**config.mk**
```make
export PLATFORM = sky130hd
export DESIGN_NAME = booth_pp_pipe
export DESIGN_NICKNAME = d
export VERILOG_FILES = /design/src/rtl/booth_pp_pipe.sv
export SDC_FILE = /design/constraint.sdc
export NUM_CORES = 1
export LEC_CHECK = 0
export BUFFER_PORTS_ARGS = -buffer_cell sky130_fd_sc_hd__buf_2
export CAP_MARGIN = 20
export CORE_MARGIN = 2
export CORE_UTILIZATION = 38
export DETAILED_ROUTE_END_ITERATION = 10
export HOLD_SLACK_MARGIN = 0.15
export PLACE_DENSITY = 0.62
export SYNTH_ARGS = -nofsm -noshare
export SYNTH_HDL_FRONTEND = slang
export SYNTH_SLANG_ARGS = --single-unit
```
**constraint.sdc**
```tcl
create_clock -name clk -period 4 [get_ports clk]
set_input_delay 0.4 -clock clk [delete_from_list [all_inputs] [get_ports clk]]
set_output_delay 0.4 -clock clk [all_outputs]
set_load 0.005 [all_outputs]
```
**src/rtl/booth_pp_pipe.sv**
```systemverilog
// Two-stage radix-4 Booth partial-product generator feeding the Wallace tree; 2-cycle latency, 1 op/cycle.
// Backpressure: valid/ready with no skid buffer, so in_ready depends combinationally on out_ready.
module booth_pp_pipe #(
   parameter int N     = 16,
   parameter int TAG_W = 4
) (
   input  logic               clk,
   input  logic               rst_n,
   input  logic               in_valid,
   output logic               in_ready,
   input  logic [N-1:0]       in_a,
   input  logic [N-1:0]       in_b,
   input  logic               in_signed,
   input  logic [TAG_W-1:0]   in_tag,
   output logic               out_valid,
   input  logic               out_ready,
   output logic [2*N-1:0]     out_pp [0:N/2],
   output logic [TAG_W-1:0]   out_tag
);

   localparam int NUM_PP = N/2 + 1;

   typedef struct packed {
      logic [2*N-1:0]   a_ext;
      logic [N+1:0]     b_ext;
      logic [TAG_W-1:0] tag;
   } s1_t;

   logic           s1_valid;
   s1_t            s1_q;
   s1_t            s1_d;
   logic           s2_valid;
   logic           s2_load;
   logic           in_xfer;
   logic [N+2:0]   bx;
   logic [2*N-1:0] pp_nxt [0:NUM_PP-1];

   assign s2_load   = s1_valid & (~s2_valid | out_ready);
   assign in_ready  = ~s1_valid | s2_load;
   assign in_xfer   = in_valid & in_ready;
   assign out_valid = s2_valid;

   // Signedness is folded into the extension here, so the Booth stage is mode-agnostic.
   assign s1_d.a_ext = {{N{in_signed & in_a[N-1]}}, in_a};
   assign s1_d.b_ext = {{2{in_signed & in_b[N-1]}}, in_b};
   assign s1_d.tag   = in_tag;

   always_ff @(posedge clk or negedge rst_n) begin
      if (!rst_n) begin
         s1_valid <= 1'b0;
         s1_q     <= '0;
      end else if (in_xfer) begin
         s1_valid <= 1'b1;
         s1_q     <= s1_d;
      end else if (s2_load) begin
         s1_valid <= 1'b0;
      end
   end

   // Appending a zero below the LSB supplies b[-1] for digit 0.
   assign bx = {s1_q.b_ext, 1'b0};

   for (genvar i = 0; i < NUM_PP; i++) begin : g_pp
      logic [2:0]     grp;
      logic [2*N-1:0] mag;

      assign grp = bx[2*i+2 -: 3];

      always_comb begin
         mag = '0;
         case (grp)
            3'b001, 3'b010: mag = s1_q.a_ext;
            3'b011:         mag = s1_q.a_ext << 1;
            3'b100:         mag = -(s1_q.a_ext << 1);
            3'b101, 3'b110: mag = -s1_q.a_ext;
            default:        mag = '0;
         endcase
      end

      assign pp_nxt[i] = mag << (2*i);
   end

   always_ff @(posedge clk or negedge rst_n) begin
      if (!rst_n) begin
         s2_valid <= 1'b0;
         out_tag  <= '0;
         for (int i = 0; i < NUM_PP; i++) out_pp[i] <= '0;
      end else if (s2_load) begin
         s2_valid <= 1'b1;
         out_tag  <= s1_q.tag;
         for (int i = 0; i < NUM_PP; i++) out_pp[i] <= pp_nxt[i];
      end else if (out_ready) begin
         s2_valid <= 1'b0;
      end
   end

endmodule
```
==> results.py <==
metrics = {
    "sta": {
        "fin_crit_ps": 3190,
        "slew_viol_final": 0,
        "max_freq_ghz": 0.314,
        "finalHoldViolations": 0,
        "worst_pin_slew_ps": 1170,
        "period_share_pct": 79.7,
        "setup_tns_ps": 0,
        "finClkSkew_ps": 15.5,
        "setup_viol": 0,
        "max_slew_margin_pct": 21.4,
        "rsz0062_at_grt": "no",
    },
    "power": {
        "internal_power_w": 0.00679,
        "power_density_nw_per_um2": 584,
        "p_leak_nw": 8.89,
        "combPwrFrac_pct": 37.7,
        "vdd_drop_max_uv": 281,
        "power_frac_seq_pct": 36.6,
        "switching_share_pct": 39.7,
        "p_clk_share_pct": 25.7,
        "switching_power_w": 0.00446,
    },
    "layout": {
        "utilization_pct": 46.0,
        "drive_gt1_share_pct": 22.9,
        "syn_to_final_growth_pct": 20.0,
        "num_antenna_cells": 0,
        "fin_nets": 2122,
    },
    "floorplanning": {
        "num_io_pins": 335,
        "die_w_um": 210,
        "core_um2": 41900,
        "die_h_um": 210,
        "initial_utilization_pct": 38.4,
        "num_rows": 75,
        "die_area_um2": 43900,
    },
    "routing": {
        "first_pass_iters": 8,
        "drt_iter0_markers": 1789,
        "drt.antenna.violating_nets": 0,
        "drt_wl_total_mm": 72.0,
        "avgViaCountPerCell": 6.21,
        "vias": 16400,
        "wire_per_inst_um": 27.3,
        "route.detailed.drc": 0,
    },
    "clock_tree": {
        "cts.path.max_buffers": 3,
        "cts_max_level": 1,
        "path_clk_slew_ps": 60,
        "cts_buffers": 31,
        "clock_latency_ps": 580,
        "cts.repair.resized": 0,
        "cts_sinks": 260,
        "cts_setup_buffers": 0,
        "cts_hold_buf": 40,
        "cts_tree": "done",
        "cts_root_buffer": "clkbuf_16",
    },
    "grt": {
        "globalRouteTotalUtil_pct": 32.0,
        "grt_pass1_wl_mm": 105,
        "grt_pass1_vias": 15700,
        "overflow": 0,
        "antenna_found_initial": 2,
        "grt_start_max_net_pins": 100,
    },
    "worst_setup_path": {
        "r2r_setup_slack_ps": 810,
        "r2r_cells": 7,
        "regToRegStartpoint": "s1_q[24]",
        "crit_end": "out_pp[223]",
        "cp.required_ps": 4420,
        "cp_data_arrival_time_ps": 3610,
        "critical_path_class": "flop to flop",
        "crit_path_start_kind": "flop",
        "crit_fanout": 17,
        "crit_path_end_kind": "flop",
        "setup.worst_path.start": "s1_q[24]",
        "r2r-end": "out_pp[223]",
    },
    "yosys": {
        "ys_types": 77,
        "yosysMostFrequentCell": "dfrtp_1",
        "synthesis.area_um2": 16100,
        "synthTopCellsByArea": "dfrtp_1, nand2_1, o21ai_0, clkbuf_1, buf_4",
        "synth_top_area_share_pct": 40.5,
        "synth-compound-area-share_pct": 26.3,
        "synth_seq_area_share_pct": 40.5,
        "synth-simple-area-share_pct": 16.0,
        "synthAdderAreaFrac_pct": 0.234,
        "yosys_most_used_dff": "dfrtp_1",
        "synth_mux_area_share_pct": 4.36,
        "synth_top_area_cell": "dfrtp_1",
        "ys_ff_latch": 260,
        "synth_top_family_by_area": "compound AO/OA/AOI/OAI gates",
        "synth_warnings": 0,
        "synth_common_cells": "dfrtp_1, nand2_1, clkbuf_1, o21ai_0, nor2_1",
        "postSynthAreaPerCell_um2": 8.73,
        "synth-edff-count": 0,
        "async_reset_ff_share_pct": 100,
        "netlist_instances": 1840,
        "synth_xor_area_share_pct": 4.20,
    },
    "worst_hold_path": {
        "min_path_type": "primary input to flop",
    },
    "outcome": {
        "outcome": "completed",
    },
    "job": {
        "maxCapViolCount": 0,
    },
    "placed_design": {
        "dp_hpwl_mm": 51.4,
        "gp_congestion": 0.971,
        "portBuffers": 262,
    },
}
==> how the worst min path moves through the flow <==
stage	start	end	slack [ps]	cells after the start
5_1_grt	out_ready	out_valid	360	4
2_1_floorplan	rst_n	bx[10]	100	0
3_5_place_dp	s1_q[2]	out_tag[2]	460	2
3_3_place_gp	s1_q[1]	out_tag[1]	440	2
6_report	out_ready	out_valid	350	4
4_1_cts	out_ready	out_valid	330	4
==> worst max-delay path: stages, from the launching register on <==
cell	delay (ps)
dfrtp_1	610
buf_4	300
nor4b_2	260
buf_4	230
and4_1	660
nor3_1	280
a22oi_1	570
nand2_1	120
==> layer usage <==
metal  global-route usage (%)  part of all wire [%]  vias up
met5                        0                 0.017        -
met3                     5.10                   9.3      206
met1                     42.7                    40     8037
li1                         -                     -     7094
met4                     15.7                   5.1        2
met2                     50.9                    46     1058
==> through the flow <==
stage,instances,worst slack [ps],instance area [um2],hold slack [ps],total power [W]
2_1_floorplan,1911,1170,16300,104,0.00626
3_3_place_gp,2541,973,17800,441,0.00824
3_5_place_dp,2542,956,17800,456,0.00828
4_1_cts,2638,941,19300,328,0.0112
5_1_grt,2640,711,19300,362,0.0118
6_report,2640,810,19300,350,0.0113
==> cell families after synthesis <==
logic type / after synthesis
flip-flops: 260
XOR/XNOR: 77
buffers and inverters: 282
AO/OA/AOI/OAI: 611
multiplexers: 64
other: 1
AND/OR/NAND/NOR: 542
adder cells (fa/ha/maj): 3
==> final cells by class <==
type                    count  area, um2
inverters                  18       67.6
repair buffers            398       2500
flip-flops and latches    260       6510
well taps                 539        674
multi-input cells        1369       8490
clock inverters            18        191
clock buffers              38        842
fillers                  4154      22600
==> registers in the layout, summed over array words and instances, names as in the netlist <==
name / count
bx: 17
out_valid: 1
out_pp: 216
out_tag: 4
s1_valid: 1
s1_q: 21
==> cells in the final DEF (no fill, tap or decap), drive strengths merged, types with 40 or more instances in the layout <==
master	n
xnor2	54
a21oi	94
mux2	47
a221oi	42
nand3	48
a22oi	61
buf	358
o21ai	145
dfrtp	260
conb	72
nand2	228
nor2	107
dlygate4sd3	40
==> power by group through the flow <==
stage | clock [W] | combinational, W | sequential [W]
after floorplan | 0 | 0.00239 | 0.00387
after global placement | 0 | 0.00410 | 0.00413
after detailed placement | 0 | 0.00413 | 0.00415
after CTS | 0.00295 | 0.00418 | 0.00411
after global routing | 0.00306 | 0.00456 | 0.00420
final | 0.00289 | 0.00424 | 0.00412
Note: power is estimated with default switching activity, not from simulation.
